==> src/rtl/player_key_conditioner.sv <==
// rtl/player_key_conditioner.sv - two-channel pushbutton synchronizer, debouncer and press-pulse generator

// One button channel: synchronize, debounce, emit one pulse per accepted press.
module player_key_channel #(
  parameter int DEBOUNCE_CYCLES = 4,
  parameter int CNT_W           = 3
) (
  input  logic clk,
  input  logic reset,
  input  logic key_n,
  input  logic freeze,
  output logic pulse,
  output logic held
);

  typedef enum logic [1:0] {
    IDLE,
    PRESS_WAIT,
    HELD,
    RELEASE_WAIT
  } state_t;

  localparam logic [CNT_W-1:0] CNT_LAST = CNT_W'(DEBOUNCE_CYCLES - 1);

  state_t           state;
  state_t           state_nx;
  logic [CNT_W-1:0] cnt;
  logic [CNT_W-1:0] cnt_nx;
  logic             s1;
  logic             s2;
  logic             pressed;
  logic             accept;

  assign pressed = ~s2;

  // Two-flop synchronizer; resets to the released level so no false press follows reset.
  always_ff @(posedge clk) begin
    if (reset) begin
      s1 <= 1'b1;
      s2 <= 1'b1;
    end else begin
      s1 <= key_n;
      s2 <= s1;
    end
  end

  // State, counter and registered outputs; freeze is folded into the pulse register
  // so no input reaches an output combinationally and a frozen press is simply lost.
  always_ff @(posedge clk) begin
    if (reset) begin
      state <= IDLE;
      cnt   <= '0;
      pulse <= 1'b0;
      held  <= 1'b0;
    end else begin
      state <= state_nx;
      cnt   <= cnt_nx;
      pulse <= accept & ~freeze;
      held  <= (state_nx == HELD) || (state_nx == RELEASE_WAIT);
    end
  end

  // Debounce decisions: a level must persist DEBOUNCE_CYCLES+1 samples to be accepted.
  always_comb begin
    state_nx = state;
    cnt_nx   = cnt;
    accept   = 1'b0;
    case (state)
      IDLE: begin
        if (pressed) begin
          state_nx = PRESS_WAIT;
          cnt_nx   = '0;
        end
      end
      PRESS_WAIT: begin
        if (!pressed) begin
          state_nx = IDLE;
        end else if (cnt == CNT_LAST) begin
          state_nx = HELD;
          accept   = 1'b1;
        end else begin
          cnt_nx = cnt + CNT_W'(1);
        end
      end
      HELD: begin
        if (!pressed) begin
          state_nx = RELEASE_WAIT;
          cnt_nx   = '0;
        end
      end
      RELEASE_WAIT: begin
        if (pressed) begin
          state_nx = HELD;
        end else if (cnt == CNT_LAST) begin
          state_nx = IDLE;
        end else begin
          cnt_nx = cnt + CNT_W'(1);
        end
      end
      default: begin
        state_nx = IDLE;
        cnt_nx   = '0;
      end
    endcase
  end

endmodule

// Left and right channels are identical and never interact.
module player_key_conditioner #(
  parameter int DEBOUNCE_CYCLES = 250000
) (
  input  logic clk,
  input  logic reset,
  input  logic key_l_n,
  input  logic key_r_n,
  input  logic freeze,
  output logic pulse_l,
  output logic pulse_r,
  output logic held_l,
  output logic held_r
);

  localparam int CNT_W = $clog2(DEBOUNCE_CYCLES + 1);

  player_key_channel #(
    .DEBOUNCE_CYCLES(DEBOUNCE_CYCLES),
    .CNT_W          (CNT_W)
  ) u_left (
    .clk   (clk),
    .reset (reset),
    .key_n (key_l_n),
    .freeze(freeze),
    .pulse (pulse_l),
    .held  (held_l)
  );

  player_key_channel #(
    .DEBOUNCE_CYCLES(DEBOUNCE_CYCLES),
    .CNT_W          (CNT_W)
  ) u_right (
    .clk   (clk),
    .reset (reset),
    .key_n (key_r_n),
    .freeze(freeze),
    .pulse (pulse_r),
    .held  (held_r)
  );

endmodule

==> config.mk <==
export PLATFORM = sky130hd
export DESIGN_NAME = player_key_conditioner
export DESIGN_NICKNAME = d
export VERILOG_FILES = /design/src/rtl/player_key_conditioner.sv
export SDC_FILE = /design/constraint.sdc
export NUM_CORES = 1
export LEC_CHECK = 0
export BUFFER_PORTS_ARGS = -buffer_cell sky130_fd_sc_hd__buf_2
export CORE_UTILIZATION = 60
export CTS_CLUSTER_SIZE = 30
export DETAILED_ROUTE_END_ITERATION = 6
export PLACE_DENSITY = 0.89
export REMOVE_ABC_BUFFERS = 1
export SYNTH_ARGS = -nofsm -noshare
export SYNTH_HDL_FRONTEND = slang
export SYNTH_HIERARCHICAL = 1
export SYNTH_SLANG_ARGS = --single-unit
==> constraint.sdc <==
create_clock -name clk -period 1.94 [get_ports clk]
set_clock_uncertainty 0.05 [all_clocks]
set_input_delay 0.388 -clock clk [delete_from_list [all_inputs] [get_ports clk]]
set_output_delay 0.388 -clock clk [all_outputs]
set_load 0.005 [all_outputs]
# Yosys cells after proc, flatten, opt, wreduce, memory -nomap -nowiden
# Index checks and enable logic that the tools add are counted.
[totals] word_cells=75 reg_bits=48 input_bits=5
[classes] n_addsub=2 bitwise_logic=3 n_mux=32 eq_ne=20 reduce_logical=6
[ops] op="18-bit two-way mux" count=10
[ops] op="18-bit case mux with 4 select lines" count=2
[ops] op="18-bit by 1-bit adder with 18-bit output, second input constant" count=2
[ops] op="18-bit equality test, second input constant" count=2
[ops] op="2-bit two-way mux" count=12
[ops] op="2-bit equality test, second input constant" count=8
[ops] op="2-bit case mux with 4 select lines" count=2
[ops] op="2-bit by 1-bit != test with 1-bit output, second input constant" count=4
[ops] op="2-bit != test, second input constant" count=4
[ops] op="4-bit AND reduction" count=2
[ops] op="1-bit two-way mux" count=6
[ops] op="2-bit by 1-bit equality test with 1-bit output, second input constant" count=2
[ops] op="2-bit logical NOT" count=2
[ops] op="1-bit AND" count=2
[ops] op="1-bit logical OR" count=2
[ops] op="1-bit inverter" count=1

# Depth between registers and ports, before layout
# Gate-level depths: netlist (run 1).
[depth] depth_word=6 mapped_depth=5

# Hierarchy
# Netlist (run 1), hierarchy kept.
[modules_own_cells] mod="player_key_channel" instances=2 cells_per_inst=126 seq_area_each_um2=460.4 area_per_inst_um2=1152.4

# Least setup slack after synthesis (run 1)
# Ideal clock, no wire load.
[synth_path] kind="register to register" from="reg u_left.cnt[13]" to="reg u_left.cnt[15]" setup_ns=0.134 arrival_ns=1.530 synth_period_minus_slack_ns=1.714 n_path_buf=0 path_slack_ns=0.226 path_stages_with_launch=5 path_cell_list="dfxtp_1 > or4b_4 > nor4_4 > a2111oi_1 > mux2i_1"
[synth_via] elab_chain_cells=4 elab_cells_between_ends=6
[synth_lines] item="from (decl)" line_no="27" rtl="logic [CNT_W-1:0] cnt;"
[synth_lines] item="from (signal assigned)" line_no="57" rtl="cnt <= cnt_nx;"
[synth_lines] item="18-bit by 1-bit adder with 18-bit output or 18-bit equality test (tied branches)"
[synth_lines] item="18-bit two-way mux *" line_no="78, 94"
[synth_lines] item="18-bit two-way mux (on tied branches)" line_no="92, 76"
[synth_lines] item="18-bit case mux with 4 select lines *" line_no="68" rtl="case (state)"
# Every way passes the cells marked *; elsewhere a longest branch is shown, timed or not. The select of a mux whose other input is x is not followed.
# A chain may end at the register's enable or synchronous reset.

# Worst setup path in the final report (run 1)
[layout_path] from="reg u_left.cnt[0]" to="reg u_left.state[0]"
[layout_via] elab_chain_cells=4 elab_cells_between_ends=6
[layout_lines] item="18-bit equality test *" line_no="78, 94"
[layout_lines] item="2-bit two-way mux (on tied branches)" line_no="94, 78"
[layout_lines] item="2-bit two-way mux (on tied branches)" line_no="92, 76"
[layout_lines] item="2-bit case mux with 4 select lines *" line_no="68"
[layout_lines] item="to (signal assigned)" line_no="56" rtl="state <= state_nx;"
[layout_lines] item="to (decl)" line_no="25" rtl="state_t state;"
# Every way passes the cells marked *; elsewhere a longest branch is shown, timed or not.

==> results of run 1 <==
==> final timing paths <==
| check | depth (start not counted) | slack, ns | endpoint |
|---|---|---|---|
| worst max-delay path | 6 | 0.14 | u_left/state[0]$_SDFF_PP0_ |
| worst min-delay path | 2 | 0.22 | u_left/s1$_SDFF_PP1_ |
| worst max register to register | 6 | 0.14 | u_left/state[0]$_SDFF_PP0_ |
| worst min register to register | 1 | 0.38 | u_right/s2$_SDFF_PP1_ |
==> layout by cell type (no fill, tap or decap), drive strengths merged, types with 4 or more instances in the layout <==
cell / count
and4: 6
mux2i: 12
or3: 10
a21oi: 18
or2: 4
nor4: 6
nor2: 10
nand2b: 10
nand4: 10
o21ai: 12
nand2: 24
dfxtp: 46
buf: 20
inv: 9
and3: 8
clkbuf: 5
xor2: 12
a211oi: 6
nand3: 12
==> per-layer routing <==
layer  global-route usage, %  share of wire (%)  up-vias
met3                    6.07                3.8        8
met4                    9.66                1.6        0
met2                    39.0                 46       37
met5                       0                  0        -
met1                    31.2                 48      902
li1                        -                  -      957
==> cell type report <==
cell class | count | area share [%]
Multi-Input combinational cell | 190 | 51.5
Sequential cell | 46 | 36.3
Timing Repair Buffer | 20 | 5.13
Clock buffer | 5 | 2.71
Tap cell | 48 | 2.37
Clock inverter | 3 | 1.04
Inverter | 6 | 0.888
==> per-stage QoR <==
| stage | setup WS [ns] | total power [W] | cell area [um2] | instances | utilization [%] |
|---|---|---|---|---|---|
| after floorplan | 0.226 | 0.00102 | 2250 | 242 | - |
| after global placement | 0.219 | 0.00104 | 2440 | 310 | 66.6 |
| after detailed placement | 0.169 | 0.00104 | 2440 | 310 | 66.6 |
| after CTS | 0.144 | 0.00166 | 2530 | 318 | 69.2 |
| after global routing | 0.0286 | 0.00171 | 2530 | 318 | 69.2 |
| final | 0.143 | 0.00164 | 2530 | 318 | 69.2 |
==> worst max-delay path, stage by stage (launching register included) <==
cell and delay, ns:
dfxtp_1 0.38, ha_1 0.27, nand3_1 0.18, nor4_4 0.33
buf_4 0.20, a21oi_2 0.09, nor2b_1 0.18
==> registers in the layout (all words and copies together) (netlist names) <==
register	flops
u_left/cnt	18
u_left/held	1
u_left/pulse	1
u_left/s1	1
u_left/s2	1
u_left/state	1
u_right/cnt	18
u_right/held	1
u_right/pulse	1
u_right/s1	1
u_right/s2	1
u_right/state	1
==> cell families (layout without fill, tap and decap cells) <==
group	after synthesis	after routing	synth area share [%]
AO/OA/AOI/OAI	44	44	11.9
multiplexers	12	12	5.21
adder cells (fa/ha/maj)	2	2	1.09
buffers and inverters	16	34	3.37
flip-flops	46	46	40.0
XOR/XNOR	14	14	5.97
AND/OR/NAND/NOR	118	118	32.5
==> power groups by stage <==
stage / clock network (W) / registers, W / logic (W)
floorplan: 0 / 0.000977 / 0.0000416
global placement: 0 / 0.000979 / 0.0000619
detailed placement: 0 / 0.000979 / 0.0000644
CTS: 0.000636 / 0.000957 / 0.0000648
global route: 0.000679 / 0.000958 / 0.0000716
finish: 0.000617 / 0.000957 / 0.0000645
==> summary.md, run 1 <==
| Metric | Value |
|---|---|
| Seq/Total Area, Yosys | 40.0% |
| Status | finished, final reports clean |
| Leakage | 0.899 nW |
| Crit path DAT | 1.93 ns |
| Diode count | 0 |
| Top-count cell post-synth | dfxtp_1 |
| Synth cell types | 42 |
| Worst setup path start | u_left/cnt[0]$_SDFFE_PP0P_ |
| Cell Pwr Density | 646 mW/mm2 |
| Slew Viols, Final | 0 |
| Multi-input logic area | 0.00131 mm2 |
| Initial DRC count | 98 |
| Number of global-route vias before repair | 1801 |
| Top post-synthesis cells by area | dfxtp_1 (40%), mux2i_1 (5.2%), xor2_1 (4.6%), nand2_1 (3.9%), a21oi_1 (3.5%) |
| Fin crit period | 1.80 ns |
| # DRC | 0 |
| HP Class | input port to flip-flop |
| Max-cap viol count | 0 |
| Comb power frac | 3.9% |
| Mapped Cells | 252 |
| Worst-path clk slew | 0.09 ns |
| Die height | 64.0 um |
| Crit Path Class | flip-flop to flip-flop |
| Register Area | 921 um2 |
| CTS resizes | 0 |
| First-pass GRT wire length | 7820 um |
| Placeable Area | 0.00366 mm2 |
| Final setup fails | 0 |
| Via-to-Cell Ratio | 5.99 |
| Mapped cell area | 0.00230 mm2 |
| Hold slack | 0.215 ns |
| Starting Density | 63.0% |
| RSZ-0062 raised after global routing | false |
| Fraction of layout cells with a size suffix above 1 | 18.5% |
| Net Sw Frac | 24.1% |
| Worst-Margin Slew | 0.573 ns |
| Relative slew slack | 61.7% |
| Clock latency on the worst-skew pair | 0.30 ns |
| Synth top area share | 40.0% |
| # Post-CTS Setup Buffers | 0 |
| Reg-to-Reg Start | u_left/cnt[0]$_SDFFE_PP0P_ |
| DR vias | 1904 |
| Die Area | 0.00409 mm2 |
| Net count reported at finish | 276 |
| Crit-path max FO | 8 |
| Critical path startpoint category | flip-flop |
| Sequential group share of total power | 58.4% |
| Deepest clock path buffer count | 2 |
| Final worst path period share | 92.6% |
| TritonCTS Sinks | 46 |
| Hold_buf cts | 0 |
| Total negative slack | 0 ns |
| GRT Resource Usage Total | 24.3% |
| Core Rows | 22 |
| Routed wire length | 4490 um |
| Worst VDD drop | 0.644 mV |
| Synth top cells by count | dfxtp_1 (46), nand2_1 (24), a21oi_1 (16) |
| Die X | 64.0 um |
| Initial antenna violation count | 0 |
| Fillcell total | 270 |
| Crit end category | flip-flop |
| Largest net degree at the start of global routing | 19 |
| Synth area leader | dfxtp_1 |
| H-tree depth | 2 |
| Grt ovf | 0 |
| I/O Pins | 9 |
| First-pass DRT Iterations | 4 |
| P_int | 0.00124 W |
| Avg Synthesized Cell Area | 9.15 um2 |
| Final hold violation count | 0 |
| WL/cell | 14.1 um |
| Fmax | 557 MHz |
| Primary FF master, synth | dfxtp_1 |
| CP required | 2.07 ns |
| Root Driver | clkbuf_8 |
| Ys Warns | 6 |
| Area growth, synth to finish | 9.99% |
| EDFF count, synth | 0 |
| Clock power share | 37.7% |
| Asr flop ratio synth | 0% |
| Worst hold start | key_l_n |
| Post-DP HPWL | 3300 um |
| CTS tree | built |
| CTS Buf Count | 5 |
| Count of input and output buffers | 8 |
| Post-DRT Antenna Nets | 0 |
| Placer Congestion | 0.842 |
| Seq cells post-synth | 46 |
| Sw power | 0.000396 W |
Note: power is estimated with default switching activity, not from simulation.
==> inputs of run 2 (changes only) <==
SYNTH_HIERARCHICAL = not set   (was 1)
==> summary.md, run 2 <==
| Metric | Value |
|---|---|
| Placed cell count | 313 (+0.97%) |
| Slew Viols, Final | 0 (unchanged) |
| Area growth, synth to finish | 15.6% |
| Die X | 62.2 um (-2.7%) |
| Buf+Inv Stages, Crit Path | 0 (-1) |
| CP required | 2.19 ns (+0.12 ns) |
| Core Rows | 21 (-4.5%) |
| Leakage | 0.915 nW (+1.8%) |
| Final Cell Area | 0.00251 mm2 (-0.79%) |
| Slowest CP cell | or4_4 |
| Fraction of layout cells with a size suffix above 1 | 21.2% (+2.7 points) |
| WL/cell | 15.2 um (+7.8%) |
| Placeable Area | 0.00342 mm2 (-6.7%) |
| Final hold violation count | 0 (unchanged) |
| Relative slew slack | 76.6% (+15 points) |
| Via-to-Cell Ratio | 6.04 (+0.83%) |
| Total power | 0.00155 W (-5.4%) |
| Mapped Cells | 250 (-0.79%) |
| Worst hold start | key_l_n |
| Reg-to-Reg Start | u_right.cnt[4]$_SDFFE_PP0P_ |
| CTS Buf Count | 5 (unchanged) |
| Max-cap viol count | 0 (unchanged) |
| Synth cell types | 40 (-4.8%) |
| CP top delay family | simple AND/OR/NAND/NOR gates |
| Avg Synthesized Cell Area | 8.70 um2 (-4.8%) |
| Synth top cells by count | dfxtp_1 (48), nor2_1 (30), a21oi_1 (18) |
| Status | complete, but fails checks |
| Post-DP HPWL | 3290 um (-0.13%) |
| Post-DRT Antenna Nets | 0 (unchanged) |
| HP Class | input port to flip-flop |
| RSZ-0062 raised after global routing | true |
| Fmax | 470 MHz (-16%) |
| H-tree depth | 2 (unchanged) |
| Synth top area share | 44.2% (+4.2 points) |
| Top post-synthesis cells by area | dfxtp_1 (44%), xor2_1 (6.8%), nor2_1 (5.2%), a21oi_1 (4.1%), nand4_1 (3.5%) |
| Deepest clock path buffer count | 2 (unchanged) |
| Cell mode on critical path | or4_4 |
| Cell Pwr Density | 616 mW/mm2 (-4.7%) |
| Die Area | 0.00387 mm2 (-5.4%) |
| Worst-path clk slew | 0.15 ns (+0.06 ns) |
| Crit path DAT | 2.38 ns (+0.45 ns) |
| Synth area leader | dfxtp_1 |
| EDFF count, synth | 0 (unchanged) |
| Post-DP Area | 0.00238 mm2 (-2.4%) |
| Mapped cell area | 0.00218 mm2 (-5.6%) |
| Post-Layout Cell Count | 324 (+1.9%) |
| Fin crit period | 2.13 ns (+0.332 ns) |
| Net count reported at finish | 284 (+2.9%) |
| Critical path startpoint category | flip-flop |
| Multi-input logic area | 0.00121 mm2 (-7.4%) |
| Crit end category | flip-flop |
| Final setup fails | 13 (+13) |
| Crit path cell chain | or4_4, or4_4, o21ai_4, nand3b_1, o31ai_1 |
| Register Area | 962 um2 (+4.5%) |
| First-pass GRT wire length | 8100 um (+3.6%) |
| Top-count cell post-synth | dfxtp_1 |
| Seq/Total Area, Yosys | 44.2% (+4.2 points) |
| CTS tree | built |
| Seq cells post-synth | 48 (+4.3%) |
| Clock latency on the worst-skew pair | 0.38 ns (+0.08 ns) |
| Most frequent cells in the layout | dfxtp_1 (47), nor2_1 (29), buf_4 (21) |
| First-pass DRT Iterations | 4 (unchanged) |
| Fillcell total | 236 (-13%) |
| Worst-Margin Slew | 0.350 ns (-0.222 ns) |
| Diode count | 0 (unchanged) |
| Crit-path max FO | 5 (-3) |
| Largest net degree at the start of global routing | 22 (+3) |
| GRT Resource Usage Total | 26.4% (+2.1 points) |
| Root Driver | clkbuf_4 |
| Primary FF master, synth | dfxtp_1 |
| Initial DRC count | 165 (+68%) |
| Grt ovf | 0 (unchanged) |
| Initial antenna violation count | 0 (unchanged) |
| Worst setup margin | -0.189 ns (-0.332 ns) |
| Placer Congestion | 0.847 (+0.63%) |
| Leading cell type in the layout, fill and taps excluded | dfxtp_1 |
| Hold slack | 0.131 ns (-0.0847 ns) |
| Final worst path period share | 110% (+17 points) |
| Ys Warns | 0 (-6) |
| I/O Pins | 9 (unchanged) |
| DR vias | 1956 (+2.7%) |
| Die height | 62.2 um (-2.7%) |
| Largest regs | u_left.cnt (18), u_right.cnt (18) |
| Slowest stage delay, CP | 0.60 ns (+0.22 ns) |
| Number of global-route vias before repair | 1861 (+3.3%) |
| Worst setup path start | u_right.cnt[4]$_SDFFE_PP0P_ |
| Asr flop ratio synth | 0% (unchanged) |
| Routed wire length | 4930 um (+9.9%) |
| # DRC | 0 (unchanged) |
| Worst VDD drop | 0.655 mV (+1.8%) |
| Crit Path Class | flip-flop to flip-flop |
| Count of input and output buffers | 8 (unchanged) |
| Failing checks | setup timing |
| Starting Density | 63.7% (+0.75 points) |
| TritonCTS Sinks | 48 (+4.3%) |
-- run 2: changes by cell type after synthesis, moves of 5 or more --
cell and delta:
nor2_1 +20, xnor2_1 +5, mux2i_1 -12, xor2_1 +5
clkbuf_1 +6, nand2b_1 -8, o21ai_0 -5, nand2_1 -9
or3_1 -5
-- run 2: worst paths after layout --
path / endpoint / slack, ns / cells after the start
worst max-delay path: u_right.cnt[0]$_SDFFE_PP0P_ / -0.19 / 5
worst min-delay path: u_left.s1$_SDFF_PP1_ / 0.13 / 2
worst max register to register: u_right.cnt[0]$_SDFFE_PP0P_ / -0.19 / 5
worst min register to register: u_left.s2$_SDFF_PP1_ / 0.40 / 1
-- run 2: timing repair --
action / CTS / global route
hold buffers: 0 / 0
cloned: 1 / 0
hold endpoints to repair: 0 / 0
setup buffers: 0 / 2
resized for setup: 2 / 8
setup endpoints to repair: 12 / 15
pin swaps: 2 / 3
-- run 2: metrics by stage --
step | worst slack [ns] | utilization, % | setup TNS (ns)
after floorplan | -0.0652 | - | -0.244
after global placement | -0.127 | 69.7 | -0.869
after detailed placement | -0.198 | 69.7 | -1.53
after CTS | -0.140 | 72.1 | -1.25
after global routing | -0.224 | 73.6 | -2.31
final | -0.189 | 73.6 | -1.83
-- run 2: kinds of logic after synthesis --
kind of cell	synth area share [%]
compound gates	10.8
xor+xnor	8.86
buf+inv	2.64
mux	0.518
fa+ha+maj	1.15
flops	44.2
simple gates	31.9
-- run 2: metal layers --
layer / track usage (%) / vias up / wire length [um]
met5: 0 / - / 0
met4: 9.30 / 0 / 178
met3: 7.35 / 26 / 255
met2: 46.7 / 66 / 2470
met1: 30.4 / 911 / 2030
li1: - / 953 / -
-- run 2: cell type report --
cell class	instances	area share [%]
Tap cell	46	2.29
Clock buffer	5	1.49
Clock inverter	3	0.945
Timing Repair Buffer	30	8.31
Multi-Input combinational cell	188	48.1
Inverter	4	0.597
Sequential cell	48	38.3
-- run 2: power breakdown --
part           switching [W]  internal (W)
clock               0.000346      0.000143
combinational      0.0000399     0.0000254
sequential        0.00000460      0.000991
==> inputs of run 3 (changes only) <==
CORE_UTILIZATION = 65   (was 60)
PLACE_DENSITY = 0.94   (was 0.89)
clock period = 2.6 ns   (was 1.94 ns; I/O delays follow)
==> summary.md, run 3 (synthesized netlist as in run 2, its figures left out) <==
| Metric | Value |
|---|---|
| Relative slew slack | 51.1% (-25 points) |
| Largest net degree at the start of global routing | 29 (+32%) |
| Core Rows | 20 (-4.8%) |
| Crit end category | flip-flop |
| Met2 WL | 1940 um (-21%) |
| Worst VDD drop | 0.464 mV (-29%) |
| TritonCTS Sinks | 48 (unchanged) |
| Most frequent cells in the layout | dfxtp_1 (48), nor2_1 (30), a21oi_1 (18) |
| CTS tree | built |
| DR vias | 1801 (-7.9%) |
| Count of input and output buffers | 8 (unchanged) |
| CTS resizes | 0 (-2) |
| RSZ-0062 raised after global routing | false |
| CTS Buf Count | 5 (unchanged) |
| H-tree depth | 2 (unchanged) |
| Diode count | 0 (unchanged) |
| First-pass GRT wire length | 7000 um (-14%) |
| I/O Pins | 9 (unchanged) |
| Worst-path clk slew | 0.13 ns (-0.02 ns) |
| WL/cell | 13.9 um (-8.7%) |
| Grt ovf | 0 (unchanged) |
| Hold_buf cts | 0 (unchanged) |
| Worst-Margin Slew | 0.731 ns (+0.381 ns) |
| Post-DP HPWL | 2870 um (-13%) |
| Post-DRT Antenna Nets | 0 (unchanged) |
| Initial antenna violation count | 0 (unchanged) |
| Met3 routed WL | 224 um (-12%) |
| CP required | 2.83 ns (+0.64 ns) |
| Leading cell type in the layout, fill and taps excluded | dfxtp_1 |
| Hold depth | 2 (unchanged) |
| Util after Layout | 76.9% (+3.3 points) |
| CP Depth | 5 (unchanged) |
| Status | finished, final reports clean |
| Top sig layer | met4 |
| Number of global-route vias before repair | 1634 (-12%) |
| Crit Path Class | flip-flop to flip-flop |
| Hold slack | 0.280 ns (+0.150 ns) |
| Die height | 59.9 um (-3.8%) |
| Placer Congestion | 0.847 (about the same) |
| Slowest stage delay, CP | 0.59 ns (about the same) |
| Leakage | 0.852 nW (-6.9%) |
| Fin crit period | 2.21 ns (+0.0857 ns) |
| Cell Pwr Density | 592 mW/mm2 (-3.9%) |
| Final hold violation count | 0 (unchanged) |
| Die X | 59.9 um (-3.8%) |
| Crit path cell chain | or4_1, or4_4, o21ai_4, a21oi_1, o31ai_2 |
| Cell depth of the worst flop-to-flop path | 5 (unchanged) |
| Final worst path period share | 85.2% (-25 points) |
| Final setup fails | 0 (-13) |
| Starting Density | 70.1% (+6.4 points) |
| Critical path startpoint category | flip-flop |
| Largest regs | u_left.cnt (18), u_right.cnt (18) |
| Fillcell total | 216 (-8.5%) |
| M1 WL | 2010 um (-1.2%) |
| Root Driver | clkbuf_4 |
| GRT Resource Usage Total | 25.9% (-0.48 points) |
| Deepest clock path buffer count | 2 (unchanged) |
| # Post-CTS Setup Buffers | 0 (unchanged) |
| Crit-path max FO | 10 (+5) |
| Net count reported at finish | 265 (-6.7%) |
| Die Area | 0.00358 mm2 (-7.5%) |
| Max-cap viol count | 0 (unchanged) |
| Placeable Area | 0.00310 mm2 (-9.2%) |
| Area growth, synth to finish | 9.66% |
| Buf+Inv Stages, Crit Path | 0 (unchanged) |
| Clock latency on the worst-skew pair | 0.36 ns (-0.02 ns) |
| Total power | 0.00141 W (-8.9%) |
| Routed wire length | 4210 um (-15%) |
| Final Cell Area | 0.00239 mm2 (-5.1%) |
| CP top delay family | simple AND/OR/NAND/NOR gates |
| # DRC | 0 (unchanged) |
| Slowest CP cell | or4_4 |
| Via-to-Cell Ratio | 5.94 (-1.5%) |
| Post-DP Area | 0.00226 mm2 (-5.1%) |
| HP Class | input port to flip-flop |
| Fraction of layout cells with a size suffix above 1 | 12.7% (-8.5 points) |
| First-pass DRT Iterations | 5 (+1) |
| Total negative slack | 0 ns (+1.83 ns) |
| Initial DRC count | 163 (-1.2%) |
| Slew Viols, Final | 0 (unchanged) |
| Fmax | 452 MHz (-3.9%) |
| Crit path DAT | 2.45 ns (+0.07 ns) |
[run 3: worst reg2reg max path: cells and delay by family (launching register included)]
family           cells  cell delay (ns)
AND/OR/NAND/NOR      2             1.16
AO/OA/AOI/OAI        3             0.57
flip-flops           1             0.37
[run 3: path summary, 6_finish.rpt]
path,startpoint,endpoint,slack (ns)
worst max-delay path,u_right.cnt[4]$_SDFFE_PP0P_,u_right.cnt[8]$_SDFFE_PP0P_,0.39
worst min-delay path,key_r_n,u_right.s1$_SDFF_PP1_,0.28
worst max register to register,u_right.cnt[4]$_SDFFE_PP0P_,u_right.cnt[8]$_SDFFE_PP0P_,0.39
worst min register to register,u_left.s1$_SDFF_PP1_,u_left.s2$_SDFF_PP1_,0.38
[run 3: layout make-up]
| type | instances | area, um2 | area share (%) |
|---|---|---|---|
| multi-input combinational | 187 | 1160 | 48.5 |
| sequential | 48 | 961 | 40.3 |
| clock inverter | 3 | 90.1 | 3.78 |
| timing repair buffer | 12 | 70.1 | 2.94 |
| tap | 44 | 55.1 | 2.31 |
| clock buffer | 5 | 37.5 | 1.57 |
| inverter | 4 | 15.0 | 0.629 |
[run 3: where the power goes]
part | internal [W] | switching (W) | leakage (nW)
clock network | 0.000396 | 0.000234 | 0.0654
logic | 0.0000138 | 0.0000257 | 0.399
registers | 0.000739 | 0.00000350 | 0.388
[run 3: metal layers]
metal / vias to the layer above / track usage, %
li1: 908 / -
met1: 829 / 34.4
met2: 59 / 41.1
met3: 5 / 5.63
met4: 0 / 9.97
met5: - / 0
[run 3: per-stage QoR]
step                      instances  setup WS, ns
after global placement          295         0.493
after global routing            303         0.325
after CTS                       303         0.408
final                           303         0.386
after floorplan                 239         0.595
after detailed placement        295         0.448
